==> config.mk <==
export PLATFORM = sky130hd
export DESIGN_NAME = rr_grant_arbiter_8
export DESIGN_NICKNAME = d
export VERILOG_FILES = /design/src/rtl/rr_grant_arbiter_8.sv
export SDC_FILE = /design/constraint.sdc
export NUM_CORES = 1
export LEC_CHECK = 0
export ABC_AREA = 1
export CORE_MARGIN = 2
export CORE_UTILIZATION = 25
export CTS_BUF_LIST = sky130_fd_sc_hd__clkbuf_16
export CTS_CLUSTER_DIAMETER = 100
export CTS_CLUSTER_SIZE = 24
export DETAILED_ROUTE_END_ITERATION = 8
export SLEW_MARGIN = 10
export SYNTH_ARGS = -nofsm -noshare
export SYNTH_HDL_FRONTEND = slang
export SYNTH_SLANG_ARGS = --single-unit
==> constraint.sdc <==
create_clock -name clk -period 6.2 [get_ports clk]
set_input_delay 0.93 -clock clk [delete_from_list [all_inputs] [get_ports clk]]
set_output_delay 0.93 -clock clk [all_outputs]
set_load 0.01 [all_outputs]
==> src/rtl/rr_grant_arbiter_8.sv <==
// Eight-requester round-robin arbiter: one registered owner at a time, held until
// the owner drops its request or the optional hold timeout forces a release.
//
// state   | meaning
// --------+-----------------------------------------------------------
// S_IDLE  | no owner; next edge grants the first requester from ptr
// S_GRANT | gnt_idx owns the resource; hold_cnt counts cycles held
module rr_grant_arbiter_8 #(
    parameter  int TIMEOUT = 16,
    localparam int CNT_W   = (TIMEOUT < 1) ? 1 : $clog2(TIMEOUT + 1)
) (
    input  logic       clk,
    input  logic       rst_n,
    input  logic [7:0] req,
    output logic [7:0] gnt,
    output logic [2:0] gnt_idx,
    output logic       gnt_valid,
    output logic       timeout_pulse
);

    localparam logic [0:0] S_IDLE  = 1'b0;
    localparam logic [0:0] S_GRANT = 1'b1;

    localparam logic [CNT_W-1:0] HOLD_LAST = (TIMEOUT == 0) ? '0 : CNT_W'(TIMEOUT - 1);
    localparam logic             TO_EN     = (TIMEOUT != 0);

    logic [0:0]       state_q, state_d;
    logic [2:0]       ptr_q, ptr_d;
    logic [CNT_W-1:0] hold_cnt_q, hold_cnt_d;
    logic [2:0]       gnt_idx_q, gnt_idx_d;
    logic             gnt_valid_q, gnt_valid_d;
    logic [7:0]       gnt_q, gnt_d;
    logic             timeout_pulse_q, timeout_pulse_d;

    logic             win_found;
    logic [2:0]       win_idx;
    logic [2:0]       cand;
    logic             owner_req;
    logic             hold_last;
    logic             release_now;
    logic             forced;

    // Search starts at ptr and wraps modulo 8, so the 3-bit add does the wrap.
    always_comb begin
        win_found = 1'b0;
        win_idx   = 3'd0;
        cand      = 3'd0;
        for (int off = 0; off < 8; off++) begin
            cand = ptr_q + 3'(off);
            if (!win_found && req[cand]) begin
                win_found = 1'b1;
                win_idx   = cand;
            end
        end
    end

    always_comb begin
        owner_req   = req[gnt_idx_q];
        hold_last   = TO_EN && (hold_cnt_q == HOLD_LAST);
        release_now = !owner_req || hold_last;
        forced      = owner_req && hold_last;
    end

    always_comb begin
        state_d         = state_q;
        ptr_d           = ptr_q;
        hold_cnt_d      = hold_cnt_q;
        gnt_idx_d       = gnt_idx_q;
        gnt_valid_d     = gnt_valid_q;
        timeout_pulse_d = 1'b0;

        case (state_q)
            S_IDLE: begin
                if (win_found) begin
                    gnt_idx_d   = win_idx;
                    gnt_valid_d = 1'b1;
                    hold_cnt_d  = '0;
                    state_d     = S_GRANT;
                end
            end
            S_GRANT: begin
                if (release_now) begin
                    gnt_valid_d     = 1'b0;
                    ptr_d           = gnt_idx_q + 3'd1;
                    hold_cnt_d      = '0;
                    state_d         = S_IDLE;
                    timeout_pulse_d = forced;
                end else if (hold_cnt_q != HOLD_LAST) begin
                    hold_cnt_d = hold_cnt_q + CNT_W'(1);
                end
            end
            default: begin
                state_d     = S_IDLE;
                gnt_valid_d = 1'b0;
                hold_cnt_d  = '0;
            end
        endcase
    end

    // Grant vector is registered alongside the index so both change on the same edge.
    always_comb begin
        gnt_d = 8'h00;
        if (gnt_valid_d) begin
            gnt_d[gnt_idx_d] = 1'b1;
        end
    end

    always_ff @(posedge clk or negedge rst_n) begin
        if (!rst_n) begin
            state_q         <= S_IDLE;
            ptr_q           <= 3'd0;
            hold_cnt_q      <= '0;
            gnt_idx_q       <= 3'd0;
            gnt_valid_q     <= 1'b0;
            gnt_q           <= 8'h00;
            timeout_pulse_q <= 1'b0;
        end else begin
            state_q         <= state_d;
            ptr_q           <= ptr_d;
            hold_cnt_q      <= hold_cnt_d;
            gnt_idx_q       <= gnt_idx_d;
            gnt_valid_q     <= gnt_valid_d;
            gnt_q           <= gnt_d;
            timeout_pulse_q <= timeout_pulse_d;
        end
    end

    assign gnt           = gnt_q;
    assign gnt_idx       = gnt_idx_q;
    assign gnt_valid     = gnt_valid_q;
    assign timeout_pulse = timeout_pulse_q;

endmodule

# After elaboration in Yosys (flattened, before gate mapping)
# Index checks and enable logic that the tools add are counted.
totals:
  in_bits: 10
  ff_bits: 22
  out_inout_bits: 13
op_classes:
  mux: 51
  bitwise_logic: 1
  n_reduce_logical: 20
  eq_ne: 4
  magnitude_cmp: 11
  addsub: 9
op_table:
  columns: ["op", "count"]
  rows:
  - ["3-bit by 4-bit less-than comparator with 1-bit output, second input constant", 10]
  - ["3-bit two-way mux", 10]
  - ["1-bit binary-select mux with 3-bit select", 9]
  - ["1-bit two-way mux", 24]
  - ["5-bit two-way mux", 3]
  - ["3-bit adder, second input constant", 4]
  - ["5-bit case mux with 2 select lines", 1]
  - ["1-bit logical AND", 9]
  - ["1-bit logical NOT", 8]
  - ["8-bit two-way mux", 1]
  - ["3-bit by 1-bit adder with 3-bit output, second input constant", 2]
  - ["3-bit by 2-bit adder with 3-bit output, second input constant", 2]
  - ["5-bit by 1-bit adder with 5-bit output, second input constant", 1]
  - ["5-bit by 4-bit equality test with 1-bit output, second input constant", 1]
  - ["5-bit by 4-bit inequality test with 1-bit output, second input constant", 1]
  - ["1-bit case mux with 2 select lines", 2]
  - ["2-bit AND reduction", 2]
  - ["1-bit demux with 3-bit select", 1]
  - ["3-bit by 1-bit >= comparator with 1-bit output, second input constant", 1]
  - ["3-bit by 1-bit inequality test with 1-bit output, second input constant", 1]
  - ["2-bit inequality test, second input constant", 1]
  - ["1-bit logical OR", 1]
  - ["1-bit inverter", 1]

# Longest topological paths before layout
# Gate-level depths: netlist of run 1.
depth:
  depth_word: 31
  depth_mapped: 18

# Worst setup path before layout of run 1
# Ideal clock, no wire load.
synth_timing:
  kind: "flip-flop to flip-flop"
  startpoint: "register ptr_q[1]"
  endpoint: "register gnt_q[2] (netlist: gnt[2])"
  t_required_ps: 6083
  path_stages_with_launch: 18
  path_buffers: 1
  setup_slack_ps: 3829
  arrival_time_ps: 2254
  cell_sequence: "dfrtp_1 -> buf_6 -> clkinv_2 -> ha_1 -> inv_2 -> nand3_1 -> nand3_2 -> nand2_2 -> nor2_4 -> nand4_4 -> nor2_4 -> nand3_2 -> nor2_1 -> nor2_2 -> nand2_4 -> nand2_4 -> nand2_2 -> nor2_1"
synth_between:
  elab_chain_cells: 31
  elab_cells_between_ends: 63
synth_lines:
  columns: ["element", "line", "source"]
  rows:
  - ["start: declaration", "28", "logic [2:0] ptr_q, ptr_d;"]
  - ["start signal: assignment", "119", "ptr_q <= ptr_d;"]
  - ["parallel branches: the longest is 24 deep, another holds 3-bit by 1-bit adder with 3-bit output", null, null]
  - ["3-bit two-way mux *", "74", "if (win_found) begin"]
  - ["3-bit two-way mux *", "72", "case (state_q)"]
  - ["net gnt_idx_d[1]", "30", "logic [2:0] gnt_idx_q, gnt_idx_d;"]
  - ["3-bit by 4-bit less-than comparator with 1-bit output (not written as such) or 3-bit by 1-bit >= comparator with 1-bit output (tied branches)", "104", "gnt_d[gnt_idx_d] = 1'b1;"]
  - ["1-bit logical AND (not written as such)", "104", null]
  - ["1-bit two-way mux (not written as such)", "104", null]
  - ["1-bit demux with 3-bit select *", "104", null]
  - ["8-bit two-way mux *", "103", "if (gnt_valid_d) begin"]
  - ["net gnt_d[2]", "32", "logic [7:0] gnt_q, gnt_d;"]
  - ["end signal: assignment", "123", "gnt_q <= gnt_d;"]
  - ["end: declaration", "32", null]
# Mark *: on every way through the listed nets, which the timed path passes. The select of a mux whose other input is x is not followed.
# A chain may end at the register's enable or synchronous reset.

# Worst setup path after layout of run 1
layout_timing:
  startpoint: "register ptr_q[1]"
  endpoint: "register gnt_q[2] (netlist: gnt[2])"
layout_between:
  elab_chain_cells: 31
  elab_cells_between_ends: 63
layout_lines:
  columns: ["element", "line"]
  rows:
  - ["parallel branches: the longest is 30 deep, another holds 3-bit by 1-bit adder with 3-bit output", null]
  - ["8-bit two-way mux *", "103"]
  - ["net gnt_d[2]", "32"]
# Marked as above.

==> results.txt, run 1 <==
----------------------------------------------------
[Die]
  Die width ... 88.1 um
  Boundary Pins ... 23
  Die Y ... 88.1 um
  Full die area ... 7770 um^2
  Initial Utilization ... 25.9%
  Row Count ... 30
  Std-Cell Core Area ... 6830 um^2

[Drt]
  Post-detailed-route count of antenna-violating nets ... 0
  Drt first pass iters ... 4
  Count of vias placed by the detailed router ... 1591
  Average wire per cell in the routed design ... 11.8 um
  Remaining routing DRC violations ... 0
  Aggregate routed wire length ... 4160 um
  Violation count after the first detailed-route iteration ... 80
  Vias per inst ... 4.49

[Synthesis]
  Net count of the mapped netlist ... 251
  Synthesized flop and latch total ... 22
  Most used flip-flop cell after synthesis ... sky130_fd_sc_hd__dfrtp_1
  Async set-or-reset flop fraction in the synthesized netlist ... 100%
  Share of synthesized cell area in and, or, nand and nor gates ... 43.4%
  Register area share after synthesis ... 31.1%
  Post-Synth Adder-Cell Area ... roughly 3.5%
  Cell area after synthesis ... 1770 um^2
  Yosys warning count ... 0
  Mapped Avg Cell Area ... about 7.5 um^2
  Mapped Cells ... roughly 240
  Area fraction in compound gates after synthesis ... 8.49%
  EDFF count, synth ... 0
  Area share of xor/xnor cells in the synthesized design ... 4.24%
  Largest family of logic cells by synthesized area ... simple AND/OR/NAND/NOR gates
  Share of cell area taken by muxes after synthesis ... between 1 and 1.5%
  Number of unique standard cell types used by synthesis ... 35

[CTS]
  Post-cts hold buffer count ... 0
  Clock slew at reported path FFs ... 60 ps
  Clock sink count ... 22
  Number of buffers inserted to repair setup after CTS ... 0
  Total number of H-tree levels ... 1
  Worst-case clock buffer depth ... 2
  Number of buffers inserted during clock tree synthesis ... 3
  Clock root buffer ... sky130_fd_sc_hd__clkbuf_16
  Clk_lat worst skew ... 260 ps
  CTS tree ... built
  Total of cells resized after clock tree synthesis ... 0

[Layout]
  Commonest non-fill, non-tap cell in the layout ... sky130_fd_sc_hd__nand2_1
  Final #Nets ... 274
  Leading cell types in the layout, fill and taps excluded ... sky130_fd_sc_hd__nand2_1 (61), sky130_fd_sc_hd__nand3_1 (27), sky130_fd_sc_hd__nor2_1 (26)
  Proportion of layout cells with a drive suffix above 1 ... between 15 and 20%
  Number of fill cells ... 756
  Number of antenna diodes ... 0
  Register cell area after layout ... 551 um^2
  Synth-to-layout area growth ... 23.1%
  Multi-input gate area ... 1070 um^2

[Timing]
  Final hold violations ... 0
  Worst slew margin ... 36.6%
  Clock period minus final worst setup slack ... 3000 ps
  Slew at the pin with the worst max-slew slack ... 948 ps
  Final period utilization ... 48.4%
  Max-slew violation count ... 0
  Setup TNS ... 0 ps
  Unrepaired setup endpoints after global routing ... false
  Final setup viols ... 0
  Maximum clock frequency ... around 330 MHz
  Clock Skews ... 4.46 ps

[Setup path]
  Number of buffers and inverters on the critical path ... 2
  Worst R2R Start ... ptr_q[1]
  Slowest stage cell on the critical path ... sky130_fd_sc_hd__dfrtp_1
  Worst-path maximum fanout ... 10
  Most Frequent Cell on Critical Path ... sky130_fd_sc_hd__nand3_2
  Crit path kind ... register to register
  Count of cells along the worst register-to-register path ... 15
  Kind of start point of the critical path ... register
  Required time at the endpoint of the critical path ... 6390 ps
  Critical Path End Type ... register
  Ordered list of cells on the worst path ... clkinv_2 -> ha_1 -> inv_2 -> nand3_1 -> nand3_2 -> nand2_2 -> nor2_4 -> nand4_4 -> nor2_4 -> nand3_2 -> nand3_1 -> nand2_1 -> nand2_1 -> nand3_2 -> nor2_1
  Reg-to-reg critical path endpoint ... gnt[2]
  Worst Path Arrival ... 3190 ps
  Critical Path Source ... ptr_q[1]
  Worst path max stage delay ... 640 ps
  Setup slack of the most critical reg-to-reg path ... 3200 ps
  Top cell family by delay on the critical path ... simple AND/OR/NAND/NOR gates

[Worst hold path]
  Origin of the worst min-delay path ... hold_cnt_q[0]
  Hold EP ... hold_cnt_q[0]
  Hold Crit Class ... register to register
  Worst hold stages ... 1

[Global route]
  Largest net degree at the start of global routing ... 23
  Vias in the first global route ... 1580
  Wire length of the first global-routing pass ... 7330 um
  Global route overflow ... 0
  Initial antenna violation count ... 0
  GR Util All Layers ... 11.9%

[Placement]
  Count of buffers from port buffering ... 22
  RePlAce Congestion ... 0.891
  HPWL after detailed placement ... ~3300 um

[Job]
  Max cap viols ... 0

[Status]
  Status ... finished, final reports clean

----------------------------------------------------
-- cells by family (layout without fill, tap and decap cells) --
family,count (synthesis),after routing
buf+inv,32,54
fa+ha+maj,5,5
flops,22,22
compound gates,23,23
simple gates,146,146
mux,2,2
xor+xnor,6,6
-- state kept, by name (all words and copies together) (netlist names) --
signal	cells
state_q	1
ptr_q	3
timeout_pulse	1
gnt_valid	1
hold_cnt_q	5
gnt_idx	3
gnt	8
-- synthesized netlist by cell type, types with 4 or more instances --
cell type                 count  area [um^2]
sky130_fd_sc_hd__inv_2        6         22.5
sky130_fd_sc_hd__nand2_1     61          229
sky130_fd_sc_hd__nand2_2      7         43.8
sky130_fd_sc_hd__nand3_2     10          100
sky130_fd_sc_hd__nor2_1      26         97.6
sky130_fd_sc_hd__inv_1       21         78.8
sky130_fd_sc_hd__nand2_4      4         45.0
sky130_fd_sc_hd__nand3_1     27          135
sky130_fd_sc_hd__o21ai_0     10         50.1
sky130_fd_sc_hd__dfrtp_1     22          551
sky130_fd_sc_hd__ha_1         5         62.6
-- routing by layer --
layer,GRT usage (%),part of all wire (%),up-vias
li1,-,-,825
met1,16.6,49,734
met2,19.2,47,30
met3,2.26,4.0,2
met4,2.34,0.36,0
met5,0,0,-
-- how the worst max path moves through the flow --
stage | end | slack (ps) | depth (start not counted)
floorplan | gnt[2] | 3830 | 17
global placement | gnt[2] | 3190 | 17
detailed placement | gnt[2] | 3160 | 16
CTS | gnt[2] | 3230 | 15
global route | gnt[2] | 2910 | 15
finish | gnt[2] | 3200 | 15
-- stage by stage --
stage	setup slack, ps	util (%)	cell area (um^2)	cells	hold slack [ps]
2_1_floorplan	3830	-	1770	236	471
3_3_place_gp	3190	30.3	2070	350	513
3_5_place_dp	3160	30.3	2070	350	520
4_1_cts	3230	31.9	2180	354	528
5_1_grt	2910	31.9	2180	354	563
6_report	3200	31.9	2180	354	524
-- layout make-up --
class                   count  area share, %
clock buffers               3           3.45
repair buffers             22           10.1
multi-input cells         182           49.4
flip-flops and latches     22           25.3
clock inverters             1           1.38
inverters                  28           4.89
well taps                  96           5.52
Power of run 1 is not shown: default switching activity piles up to over one toggle a cycle in this logic, so the estimate is an artifact.
==> inputs of run 2 (changes only) <==
==> constraint.sdc (replaced) <==
create_clock -name clk -period 3 [get_ports clk]
set_input_delay 0.45 -clock clk [delete_from_list [all_inputs] [get_ports clk]]
set_output_delay 0.45 -clock clk [all_outputs]
set_load 0.01 [all_outputs]
==> results.txt, run 2 (synthesized netlist as in run 1, its figures left out) <==
----------------------------------------------------
[Layout]
  Number of fill cells ... 765
  End-of-flow core utilization ... 32.1%
  Flip-flop count of the largest register after layout ... 8
  Number of antenna diodes ... 0
  Leading cell types in the layout, fill and taps excluded ... sky130_fd_sc_hd__nand2_1 (61), sky130_fd_sc_hd__nand3_1 (27), sky130_fd_sc_hd__nor2_1 (26)
  Commonest non-fill, non-tap cell in the layout ... sky130_fd_sc_hd__nand2_1
  Final #Nets ... 276
  Proportion of layout cells with a drive suffix above 1 ... 17.3%
  Number of cells in the finished layout apart from fillers ... 356
  Synth-to-layout area growth ... 23.9%

[Die]
  Boundary Pins ... 23
  Initial Utilization ... 25.9%
  Std-Cell Core Area ... 6830 um^2
  Full die area ... 7770 um^2
  Die width ... 88.1 um
  Die Y ... 88.1 um
  Row Count ... 30

[CTS]
  Number of buffers inserted to repair setup after CTS ... 0
  Clock sink count ... 22
  Post-cts hold buffer count ... 0
  CTS tree ... built
  Worst-case clock buffer depth ... 2
  Clock slew at reported path FFs ... 60 ps
  Clock root buffer ... sky130_fd_sc_hd__clkbuf_16
  Total number of H-tree levels ... 1
  Total of cells resized after clock tree synthesis ... 0
  Number of buffers inserted during clock tree synthesis ... 3
  Clk_lat worst skew ... 250 ps

[Timing]
  Clock Skews ... 3.35 ps
  Unrepaired setup endpoints after global routing ... false
  Final hold violations ... 0
  Final period utilization ... 86.2%
  Clock period minus final worst setup slack ... 2590 ps
  Setup TNS ... 0 ps
  Slew at the pin with the worst max-slew slack ... 947 ps
  Maximum clock frequency ... 387 MHz
  Max-slew violation count ... 0
  Final setup viols ... 0
  Worst slew margin ... 36.7%

[Drt]
  Drt first pass iters ... 4
  Average wire per cell in the routed design ... 11.7 um
  Remaining routing DRC violations ... 0
  Count of vias placed by the detailed router ... 1582
  Post-detailed-route count of antenna-violating nets ... 0
  Violation count after the first detailed-route iteration ... 60
  Aggregate routed wire length ... between 4000 and 5000 um
  Vias per inst ... 4.44

[Job]
  Max cap viols ... 0

[Global route]
  Global route overflow ... 0
  Wire length of the first global-routing pass ... 7190 um
  Largest net degree at the start of global routing ... 23
  Initial antenna violation count ... 0
  Vias in the first global route ... 1480
  GR Util All Layers ... between 10% and 20%

[Setup path]
  Required time at the endpoint of the critical path ... roughly 3200 ps
  Critical Path End Type ... register
  Worst Path Arrival ... 2770 ps
  Kind of start point of the critical path ... register
  Worst-path maximum fanout ... 10
  Crit path kind ... register to register

[Placement]
  HPWL after detailed placement ... 3370 um
  Cell count after placement ... 352
  Count of buffers from port buffering ... 22
  RePlAce Congestion ... ~0.85

[Status]
  Status ... finished, final reports clean

[Worst hold path]
  Hold Crit Class ... register to register

----------------------------------------------------
[run 2: cell count changes in the layout (fill, tap and decap cells not counted), sizes merged]
cell	delta
buf	+2
[run 2: layout make-up]
cell class	count	area [um^2]	area share, %
Inverter	28	106	4.85
Clock inverter	1	30.0	1.37
Clock buffer	3	75.1	3.42
Timing Repair Buffer	24	235	10.7
Multi-Input combinational cell	182	1070	49.0
Sequential cell	22	551	25.1
Tap cell	96	120	5.48
[run 2: worst max-delay path, cell delays in order (launching register included)]
cell and delay [ps]:
sky130_fd_sc_hd__dfrtp_1 380, sky130_fd_sc_hd__inv_2 160, sky130_fd_sc_hd__ha_1 320, sky130_fd_sc_hd__inv_2 180, sky130_fd_sc_hd__nand3_1 140, sky130_fd_sc_hd__nand2_1 100
sky130_fd_sc_hd__nor2_1 50, sky130_fd_sc_hd__a31oi_2 300, sky130_fd_sc_hd__inv_2 80, sky130_fd_sc_hd__nor2_4 170, sky130_fd_sc_hd__nand3_2 110, sky130_fd_sc_hd__nand3_1 130
sky130_fd_sc_hd__nand2_1 60, sky130_fd_sc_hd__nand2_1 80, sky130_fd_sc_hd__nand3_2 100, sky130_fd_sc_hd__nor2_1 120
[run 2: through the flow]
| stage | instance area (um^2) | setup WS [ps] | hold WS, ps |
|---|---|---|---|
| finish | 2190 | 413 | 521 |
| global route | 2190 | 149 | 553 |
| CTS | 2190 | 399 | 524 |
| detailed placement | 2090 | 418 | 517 |
| global placement | 2090 | 441 | 506 |
| floorplan | 1770 | 629 | 154 |
[run 2: worst paths after layout]
check,slack [ps],start,end,cells past startpoint
max in group asynchronous,1700,rst_n,hold_cnt_q[0],1
min in group asynchronous,730,rst_n,gnt_idx[0],1
worst min register to register,520,hold_cnt_q[0],hold_cnt_q[0],1
worst max register to register,410,ptr_q[0],gnt[6],15
worst min-delay path,520,hold_cnt_q[0],hold_cnt_q[0],1
worst max-delay path,410,ptr_q[0],gnt[6],15
[run 2: per-layer routing]
layer | global-route usage (%) | share of wire (%)
met4 | 1.93 | 0.50
met1 | 16.6 | 49
met2 | 19.3 | 49
met3 | 1.51 | 2.2
met5 | 0 | 0
Power of run 2 is left out for the same reason.
